## src/rtl/serial_xfer_ctrl.sv

```systemverilog
// Serial transfer controller: latch B, shift WIDTH bits of A in, latch C, shift WIDTH bits of C out.
// Latency: done pulses 2*WIDTH+1 cycles after start_a is accepted; busy is registered.
// Backpressure: none; load_b/start_a are one-cycle requests honoured only in IDLE/WAIT_A. Macro SXC_TIMEOUT_EN adds a WAIT_A abort.
module serial_xfer_ctrl #(
  parameter int WIDTH   = 4,
  parameter int TIMEOUT = 16
) (
  input  logic clk,
  input  logic rst_n,
  input  logic load_b,
  input  logic start_a,
  output logic latch_b,
  output logic shift_a,
  output logic latch_c,
  output logic shift_c,
  output logic start_c,
  output logic busy,
  output logic done,
  output logic timeout_err
);

  localparam int MAXV = (WIDTH > TIMEOUT) ? WIDTH : TIMEOUT;
  localparam int CW   = $clog2(MAXV + 1);
  localparam logic [CW-1:0] WIDTH_C = CW'(WIDTH);
`ifdef SXC_TIMEOUT_EN
  localparam logic [CW-1:0] TIMEOUT_C = CW'(TIMEOUT);
`endif

  typedef enum logic [1:0] {
    IDLE    = 2'd0,
    WAIT_A  = 2'd1,
    SHIFT_A = 2'd2,
    SEND_C  = 2'd3
  } state_t;

  state_t          state, stateNext;
  logic [CW-1:0]   cnt, cntNext;

  // State, counter and registered busy flag; busy tracks the state being entered
  always_ff @(posedge clk or negedge rst_n) begin
    if (!rst_n) begin
      state <= IDLE;
      cnt   <= '0;
      busy  <= 1'b0;
    end else begin
      state <= stateNext;
      cnt   <= cntNext;
      busy  <= (stateNext != IDLE);
    end
  end

  // Next-state and counter update; any unexpected encoding falls back to IDLE
  always_comb begin
    stateNext = state;
    cntNext   = cnt;
    case (state)
      IDLE: begin
        if (load_b) begin
          stateNext = WAIT_A;
          cntNext   = '0;
        end
      end
      WAIT_A: begin
        if (start_a) begin
          // The accept cycle is itself the first shift of A
          stateNext = SHIFT_A;
          cntNext   = CW'(1);
        end
`ifdef SXC_TIMEOUT_EN
        else if (cnt >= TIMEOUT_C) begin
          stateNext = IDLE;
          cntNext   = '0;
        end else begin
          cntNext = cnt + CW'(1);
        end
`endif
      end
      SHIFT_A: begin
        if (cnt < WIDTH_C) begin
          cntNext = cnt + CW'(1);
        end else begin
          stateNext = SEND_C;
          cntNext   = '0;
        end
      end
      SEND_C: begin
        if (cnt < WIDTH_C) begin
          cntNext = cnt + CW'(1);
        end else begin
          stateNext = IDLE;
          cntNext   = '0;
        end
      end
      default: begin
        stateNext = IDLE;
        cntNext   = '0;
      end
    endcase
  end

  // Mealy strobes from state, cnt and inputs; all forced low while reset is held
  always_comb begin
    latch_b     = 1'b0;
    shift_a     = 1'b0;
    latch_c     = 1'b0;
    shift_c     = 1'b0;
    start_c     = 1'b0;
    done        = 1'b0;
    timeout_err = 1'b0;
    if (rst_n) begin
      case (state)
        IDLE: begin
          latch_b = load_b;
        end
        WAIT_A: begin
          shift_a = start_a;
`ifdef SXC_TIMEOUT_EN
          timeout_err = !start_a && (cnt >= TIMEOUT_C);
`endif
        end
        SHIFT_A: begin
          shift_a = (cnt < WIDTH_C);
          latch_c = !(cnt < WIDTH_C);
        end
        SEND_C: begin
          shift_c = (cnt < WIDTH_C);
          start_c = (cnt == '0);
          done    = !(cnt < WIDTH_C);
        end
        default: begin
          latch_b = 1'b0;
        end
      endcase
    end
  end

endmodule

```

## config.mk

```make
export PLATFORM = sky130hd
export DESIGN_NAME = serial_xfer_ctrl
export DESIGN_NICKNAME = d
export VERILOG_FILES = /design/src/rtl/serial_xfer_ctrl.sv
export SDC_FILE = /design/constraint.sdc
export NUM_CORES = 1
export LEC_CHECK = 0
export ABC_AREA = 1
export BUFFER_PORTS_ARGS = -buffer_cell sky130_fd_sc_hd__buf_2
export CAP_MARGIN = 10
export CORE_MARGIN = 2
export CORE_UTILIZATION = 40
export DETAILED_ROUTE_END_ITERATION = 6
export PLACE_DENSITY_LB_ADDON = 0.12
export REMOVE_ABC_BUFFERS = 1
export SLEW_MARGIN = 20
export SYNTH_ARGS = -nofsm -noshare
export SYNTH_HDL_FRONTEND = slang
export SYNTH_SLANG_ARGS = --single-unit
```

## constraint.sdc

```tcl
create_clock -name clk -period 1.2 [get_ports clk]
set_input_delay 0.24 -clock clk [delete_from_list [all_inputs] [get_ports clk]]
set_output_delay 0.24 -clock clk [all_outputs]
set_load 0.02 [all_outputs]
```

# Word-level counts from Yosys, hierarchy flattened
# Index checks and enable logic that the tools add are counted.
[totals]
output_inout_bits = 8
wordCells = 37
input_bits = 4
register_bits = 8
[op_classes]
order_cmp = 1
n_addsub = 1
n_reduce_logical = 6
n_eq_ne = 5
n_mux = 21
[op_table]
columns = ["op", "count"]
rows = [
  ["2-to-1 mux 5 bit", 3],
  ["one-hot mux 5 bit (3 select lines)", 1],
  ["2-to-1 mux 1 bit", 11],
  ["2-to-1 mux 2 bit", 4],
  ["one-hot mux 2 bit (4 select lines)", 1],
  ["adder 5 x 1 -> 5 bit (second input constant)", 1],
  ["logical NOT 5 bit", 1],
  ["< comparator 5 x 3 -> 1 bit (second input constant)", 1],
  ["== test 2 bit (second input constant)", 2],
  ["!= test 2 bit (second input constant)", 2],
  ["== test 2 x 1 -> 1 bit (second input constant)", 1],
  ["logical NOT 2 bit", 1],
  ["one-hot mux 1 bit (2 select lines)", 1],
  ["AND reduction 2 bit", 1],
  ["nonzero test 2 bit", 1],
  ["OR reduction 2 bit", 1],
  ["logical NOT 1 bit", 1],
]

# Depth between registers and ports, before layout
# Gate-level depths: netlist of the first run.
[depth]
depth_word = 4
mapped_depth = 8
mapped_depth_nobuf = 8

# Worst setup path before layout of the first run
# OpenSTA, ideal clock, no wires.
[synth_path]
path_type = "register to output"
from = "reg state[0]"
to = "out latch_c"
path_buffers = 0
t_arrival_ns = 1.296
path_stages_with_launch = 5
setup_slack_ns = -0.336
required_ns = 0.960
path_cell_list = "dfrtp_1 > inv_1 > ha_1 > inv_1 > nor3_1"
[synth_between]
elab_chain_len = 3
[synth_lines]
columns = ["item", "line", "text"]
rows = [
  ["start, declared", "36", "state_t state, stateNext;"],
  ["start signal, assigned", "46", "state <= stateNext;"],
  ["== test 2 bit", "111", "case (state)"],
  ["2-to-1 mux 1 bit", "111", ""],
  ["2-to-1 mux 1 bit", "110", "if (rst_n) begin"],
  ["end, declared", "14", "output logic latch_c,"],
]
# Every way passes these cells.

# Worst setup path after layout of the first run
[layout_path]
from = "reg state[1]"
to = "out shift_a"
[layout_between]
elab_chain_len = 3
word_cells_on_any_way = 4
classes_between = "eq/ne: 2; mux: 2"
[layout_lines]
columns = ["item", "line", "text"]
rows = [
  ["== test 2 bit or == test 2 x 1 -> 1 bit (tied branches)", "111", ""],
  ["one-hot mux 1 bit (2 select lines) (*)", "111", ""],
  ["2-to-1 mux 1 bit (*)", "110", ""],
  ["end, declared", "13", "output logic shift_a,"],
]
# Every way passes the cells marked *; elsewhere a longest branch is shown, timed or not.

==> impl_summary.md, run 1 <==
Synth
The mapped cell area is 601 sq um. The number of standard cells after synthesis is 76. In the synthesized netlist the dominant register cell turns out to be sky130_fd_sc_hd__dfrtp_1. The total of warnings raised by yosys is 0. Of the synthesized area, sequential elements account for 33.3%. The post-synthesis xor/xnor area fraction is 0%.

Of the total synthesized cell area, the portion taken by AND, OR, NAND and NOR gates is 29.6%. The number of flops mapped to enable cells by yosys is 0. The post-synthesis share of cell area spent on full adders, half adders and majority gates is 16.7%. The multiplexer share of the synthesized area is 0%. By instance count, the leading cell after synthesis is sky130_fd_sc_hd__inv_1.

In this run the biggest area consumer among cell types represents 33.3% of the synthesized area. In this run, distinct cell masters in the synthesized netlist total 23. A synthesized cell averages 7.90 sq um. By count the netlist is led by 16 x sky130_fd_sc_hd__inv_1, 8 x sky130_fd_sc_hd__dfrtp_1, 8 x sky130_fd_sc_hd__ha_1, 8 x sky130_fd_sc_hd__nand3_1, 8 x sky130_fd_sc_hd__nor2_1. By area the synthesized netlist is led by sky130_fd_sc_hd__dfrtp_1 33%, sky130_fd_sc_hd__ha_1 17%, sky130_fd_sc_hd__inv_1 10%.

After synthesis, the largest family of logic cells by area is simple AND/OR/NAND/NOR gates. The async set or reset register ratio after synthesis is 100%. After synthesis the netlist holds a flip-flop and latch count of 8. The post-synthesis compound-gate area fraction is 7.08%. The top cell type by total area after synthesis is sky130_fd_sc_hd__dfrtp_1.

Floorplan
The count of pins on the block boundary is 12. The number of placement rows is 13. The width of the chip is 42.8 microns.

The total core area is 1350 sq um. The vertical die dimension is 42.8 microns. Once the floorplan was initialized, standard cells occupied 44.5% of the core. The die covers 1830 sq um.

Detailed routing
The total via count in the routed design is 628. For this run, the detailed router's first-pass iteration total came to 4. In the routed layout, each cell is associated on average with a via count of 4.94.

The final wirelength is 1710 microns. The number of design-rule violations left by the first detailed-router iteration is 12. After detailed routing, the number of remaining DRC violations is 0. After detailed routing, the average wire length per cell comes to 13.5 microns. The number of routed nets with antenna violations is 0.

Placed design
The placed standard-cell area is 767 sq um. The post-placement cell count is 114. During placement, the flow inserted port buffers numbering 10.

The placer's final routability congestion estimate is 0.857. The half-perimeter wire length after placement is 1050 microns. Prior to clock tree synthesis, the placed netlist has a worst setup slack of -0.233 ns.

Clock tree
The clock tree root buffer cell is sky130_fd_sc_hd__clkbuf_4. Clock-pin slew was measured on the worst setup and hold paths at 0.05 ns. Clock latency on the worst-skew pair, taken at its later pin, is 0.26 ns.

Counting along the longest clock path gives a buffer depth of 2. Clock tree synthesis found a total of 8 sinks. In this run, CTS created clock tree buffers numbering 3. The TritonCTS clock tree is built.

The total number of H-tree levels is 1.

STA
The hold violation count in the final report was 0. The minimum clock period is 1.60 ns. Hold timing on the final database bottoms out at a slack of 0.315 ns. The final worst clock skew is 0.0124 ns. The number of max-slew violations in the final report came to 0.

The worst path setup slack after routing is -0.396 ns. The final period utilization is 133%. Setup repair after global routing could not meet its margin everywhere. The final count of negative-setup-slack endpoints is 14. The maximum frequency from static timing analysis is 627 MHz.

Critical path
The required time of the critical path is 0.96 ns. At the worst endpoint, the arrival time is 1.36 ns. The setup check on the worst reg-to-reg path leaves a slack of -0.24 ns. The endpoint of the worst-slack reg-to-reg timing path is cnt[1]. The critical setup path kind is flip-flop to output pin. The kind of end point of the critical path is an output pin. Of all nets on the critical path, the largest fanout is 5. The number of cells traversed by the worst register-to-register path is 8. The startpoint identified for the worst register-to-register timing path is state[0].

The worst setup path is launched from a flip-flop.

Power and ir drop
VDD sags by at most 1530 uV. In this run the power density over the cells is 1800 nW/um^2. For this design the static power due to leakage is 0.516 nW.

Hold path
The path class of the tightest hold or removal check is input port to flip-flop. The startpoint identified for the worst hold timing path is load_b. The number of instances on the worst hold path is 3.

The capture endpoint of the worst hold path is state[0].

Cells and area
The number of nets at the end of the flow is 126. The count of cells in the finished layout, fillers not included, comes to 127. The multi-input combinational cells in the finished layout cover a total of 449 sq um.

The core occupancy in the finished layout is 78.2%. Fill cells in the final layout number 92. The repair_antennas step left the layout with diodes totalling 0. Cells with a size suffix above 1 make up 62.5% of the layout. Registers take 203 sq um. The final cell area excluding filler cells is 1060 sq um. The area growth from synthesis to layout is 75.8%.

Status
The final reports fail on setup timing. The flow ran to the end, but the final reports show violations.

Global route
The total track usage is 21.5%. The maximum number of pins on one net before global-route repair is 9. The via count of the first global-routing pass is 649. The initial antenna violation count was 0.

The global-route wire length before repair is 2860 microns. The leftover overflow at the end of global routing is 0.

Run
Across the run, the number of max-cap violations was 0.
## critical path: stages, from the launching register on
cell and delay (ns):
sky130_fd_sc_hd__dfrtp_2 0.45, sky130_fd_sc_hd__inv_2 0.12, sky130_fd_sc_hd__ha_4 0.15, sky130_fd_sc_hd__nand2_1 0.05, sky130_fd_sc_hd__o21ai_1 0.07, sky130_fd_sc_hd__nand2_1 0.06, sky130_fd_sc_hd__nor2_1 0.08, sky130_fd_sc_hd__buf_4 0.14
## final cells by class
class / count / share of cell area, %
well taps: 15 / 1.78
inverters: 18 / 7.82
flip-flops and latches: 8 / 19.2
clock buffers: 3 / 2.13
repair buffers: 34 / 26.5
multi-input cells: 49 / 42.5
## kinds of logic after synthesis
family	after synthesis
adders and majority gates	8
other	1
buffers and inverters	19
DFF	8
AOI/OAI and AO/OA	7
and+or+nand+nor	33
## registers in the layout, indices dropped and copies added (netlist names)
name	count
cnt	5
state	2
busy	1
## layer usage
| layer | vias to the layer above | GRT usage, % | part of all wire, % |
|---|---|---|---|
| met5 | - | 0 | 0 |
| met1 | 288 | 25.6 | 41 |
| met3 | 8 | 6.81 | 4.7 |
| met2 | 24 | 34.5 | 50 |
| li1 | 308 | - | - |
| met4 | 0 | 10.6 | 4.3 |
## cell usage in the layout (no fill, tap or decap), types with 2 or more instances in the layout
cell,Yosys,layout
sky130_fd_sc_hd__buf_4,1,21
sky130_fd_sc_hd__inv_1,16,10
sky130_fd_sc_hd__inv_2,1,6
sky130_fd_sc_hd__dfrtp_1,8,6
sky130_fd_sc_hd__buf_6,0,6
sky130_fd_sc_hd__nor2_1,8,5
sky130_fd_sc_hd__nand3_1,8,5
sky130_fd_sc_hd__buf_2,0,5
sky130_fd_sc_hd__nand2_1,5,4
sky130_fd_sc_hd__ha_4,0,4
sky130_fd_sc_hd__nor2_4,1,3
sky130_fd_sc_hd__nand3_2,1,3
sky130_fd_sc_hd__nand2_2,3,3
sky130_fd_sc_hd__ha_1,8,3
sky130_fd_sc_hd__clkbuf_4,0,3
sky130_fd_sc_hd__o21ai_0,4,2
sky130_fd_sc_hd__nand2_4,1,2
sky130_fd_sc_hd__o21ai_1,1,2
sky130_fd_sc_hd__nor2_2,1,2
sky130_fd_sc_hd__dfrtp_2,0,2
## power by group
| group | leakage (nW) | switching [mW] | internal (mW) |
|---|---|---|---|
| registers | 0.103 | 0.0736 | 0.346 |
| clock network | 0.0138 | 0.0910 | 0.114 |
| logic | 0.400 | 0.665 | 0.608 |
## through the flow
stage	TNS, ns	power [mW]
5_1_grt	-4.10	2.05
2_1_floorplan	-1.57	0.917
4_1_cts	-2.69	1.82
3_5_place_dp	-1.97	1.28
3_3_place_gp	-1.54	1.27
6_report	-3.15	1.90
## how the worst max path moves through the flow
| stage | from | end | depth (start not counted) |
|---|---|---|---|
| 3_5_place_dp | state[1] | cnt[0] | 7 |
| 4_1_cts | state[1] | shift_a | 7 |
| 2_1_floorplan | state[0] | latch_c | 4 |
| 3_3_place_gp | state[0] | shift_a | 7 |
| 6_report | state[1] | shift_a | 7 |
| 5_1_grt | state[1] | shift_a | 7 |
## what timing repair did
| item | CTS | global route |
|---|---|---|
| setup buffers | 8 | 2 |
| endpoints found under the hold margin | 8 | 0 |
| pin swaps | 8 | 3 |
| cloned | 0 | 0 |
| resized for setup | 41 | 9 |
| hold buffers | 1 | 0 |
| setup endpoints to repair | 14 | 14 |
Power figures use the tool's default switching activity.
==> run 2, diff against run 1 <==
==> constraint.sdc (replaced) <==
create_clock -name clk -period 1.68 [get_ports clk]
set_input_delay 0.336 -clock clk [delete_from_list [all_inputs] [get_ports clk]]
set_output_delay 0.336 -clock clk [all_outputs]
set_load 0.02 [all_outputs]
==> run 2 against run 1 <==
The flow still finishes with violations (setup timing). Flip-flop and latch count stayed put. Sequential power fell by 27%. Register-to-register slack gained 0.45 ns. Via count down 16%. Clock-buffer cell count is the same. Non-clock buffer count shrank 13. Combinational power decreased by 44%. Design area decreased by 21%. Critical endpoint unchanged. Setup slack better by 0.38 ns. First-iteration DRC count shrank 17%.
==> impl_summary.md, run 2 (synthesis results as in run 1) <==
STA
The maximum frequency from static timing analysis is 589 MHz. The worst path in the final design needs a cycle of 1.70 ns, including I/O delays and setup. The hold violation count in the final report came to 0 (unchanged).

Of the available clock period, the critical path in the final layout requires 101%. The number of max-slew violations in the final report is 0 (unchanged). Setup repair after global routing could not meet its margin everywhere. The final worst clock skew is 0.00756 ns (-0.00480 ns). The final total negative setup slack is -0.0171 ns (+3.13 ns).

The final count of negative-setup-slack endpoints was 1 (-13). The worst path setup slack after routing is -0.0171 ns (+0.379 ns).

Floorplan
The width of the chip was 42.8 microns (unchanged). The vertical die dimension is 42.8 microns (unchanged). The number of placement rows is 13 (unchanged). The starting density of the core is 44.5% (unchanged). The total core area was 1350 sq um (unchanged).

The full die area is 1830 sq um (unchanged). The count of pins on the block boundary is 12 (unchanged).

Global route
The leftover overflow at the end of global routing came to 0 (unchanged). The global-route wire length before repair is 2420 microns (-15%). The total track usage is 17.8% (-3.7 points). The maximum number of pins on one net before global-route repair is 9 (unchanged). The via count of the first global-routing pass came to 557 (-14%). The initial antenna violation count is 0 (unchanged).

Detailed routing
The number of design-rule violations left by the first detailed-router iteration is 10 (-2). The number of routed nets with antenna violations is 0 (unchanged). The routed via count divided by cell count came to 4.64 (-6.2%). The post-detailed-route DRC marker count is 0 (unchanged). The total via count in the routed design is 529 (-16%). The routed wirelength normalized by instance count is 11.4 microns (-15%).

The count of TritonRoute iterations in the first routing pass is 4 (unchanged). The final wirelength was 1300 microns (-24%).

Placed design
The pre-CTS setup slack is 0.0685 ns (+0.301 ns). The post-placement cell count is 102 (-11%). The number of port buffers is 10 (unchanged). The half-perimeter wire length after placement was 936 microns (-11%). The placer's final routability congestion estimate is 0.873 (+1.8%).

Clock tree
The maximum buffer depth of the clock tree is 2 (unchanged). The total number of H-tree levels is 1 (unchanged). The clock buffer count from CTS came to 3 (unchanged). The CTS clock-pin slew for the worst setup and hold paths came to 0.06 ns (about the same). The source-to-sink clock delay at the later pin of the worst-skew pair is 0.25 ns (about the same).

The count of clock tree sinks was 8 (unchanged). TritonCTS built the clock tree. The number of buffers added to fix hold violations after cts was 0 (-1). In this run the clock root is driven by a sky130_fd_sc_hd__clkbuf_4.

Cells and area
The area overhead of the layout relative to synthesis is 39.6%. cnt holds more flip-flops than any other register. Leaving out fill and tap cells, the most frequent cells in the layout are 13 x sky130_fd_sc_hd__inv_1, 11 x sky130_fd_sc_hd__buf_4, 8 x sky130_fd_sc_hd__nand3_1, 8 x sky130_fd_sc_hd__nor2_1, 8 x sky130_fd_sc_hd__buf_2.

The core occupancy in the finished layout was 62.1% (-16 points). The most common cell after layout, fill and taps aside is sky130_fd_sc_hd__inv_1. The flip-flop count of the largest register, all copies and words added came to 5 (unchanged). The count of inserted antenna diode cells is 0 (unchanged).

The non-filler instance count after layout was 114 (-10%). The share of layout cells above drive strength 1 is 45.5% (-17 points). The number of nets at the end of the flow is 113 (-10%).

In the final layout, the registers with the most flip-flops are cnt (5), state (2), busy (1).

Run
The reported max-cap violation count came to 0 (unchanged).

Critical path
The largest fanout on the critical path is 4 (-1). The critical path is of the flip-flop to output pin type. The worst setup path is launched from a flip-flop. The required time of the critical path came to 1.34 ns (+0.38 ns). The worst path arrival time came to 1.36 ns (about the same). The kind of end point of the critical path is an output pin.

Power and ir drop
The worst voltage drop across the vdd grid came to 858 uV (-44%). The static leakage was 0.426 nW (-18%). The power density of the placed cells is 1390 nW/um^2 (-23%). The total chip power was 1.16 mW (-39%).

Status
The flow ran to the end, but the final reports show violations. The final reports fail on setup timing.

Hold path
The type of the most critical hold path is input port to asynchronous set/reset pin.
==> run 2: timing repair <==
item                                    4_1_cts  5_1_grt
endpoints found under the hold margin         0        0
resized for setup                            17        4
endpoints found under the setup margin        4        4
setup buffers                                 6        3
pin swaps                                     1        1
==> run 2: path summary, 6_finish.rpt <==
path	from	end	slack [ns]	cells past startpoint
max in group asynchronous	rst_n	state[0]	1.53	2
max	state[0]	shift_a	-0.02	7
max reg2reg	state[1]	busy	0.21	8
min reg2reg	cnt[3]	cnt[3]	0.53	2
min	rst_n	cnt[1]	0.006	2
min in group clk	load_b	state[0]	0.44	3
==> run 2: where the power goes <==
group	total (mW)	switching, mW	internal, mW
clock network	0.142	0.0605	0.0814
registers	0.308	0.0602	0.247
logic	0.715	0.391	0.324
==> run 2: layout make-up <==
type,count,area [sq um]
timing repair buffer,21,145
fill,131,512
multi-input combinational,49,373
inverter,18,76.3
clock buffer,3,22.5
sequential,8,203
tap,15,18.8
==> run 2: per-layer routing <==
layer / part of all wire (%) / global-route usage, % / up-vias
li1: - / - / 284
met5: 0 / 0 / -
met3: 4.7 / 5.11 / 0
met4: 0 / 3.75 / 0
met1: 49 / 22.8 / 233
met2: 46 / 29.4 / 12
==> run 2: critical path, stage by stage, from the launching register on <==
cell and delay (ns):
sky130_fd_sc_hd__dfrtp_2 0.45, sky130_fd_sc_hd__buf_6 0.14, sky130_fd_sc_hd__ha_4 0.17, sky130_fd_sc_hd__nand2_2 0.07
sky130_fd_sc_hd__o21ai_2 0.05, sky130_fd_sc_hd__nand2_1 0.05, sky130_fd_sc_hd__nor2_1 0.04, sky130_fd_sc_hd__buf_4 0.15
==> run 2: through the flow <==
stage	cell area, sq um	hold WS [ns]
floorplan	593	0.0404
global placement	677	0.275
detailed placement	677	0.279
CTS	802	0.0102
global route	838	0.0232
finish	838	0.00556
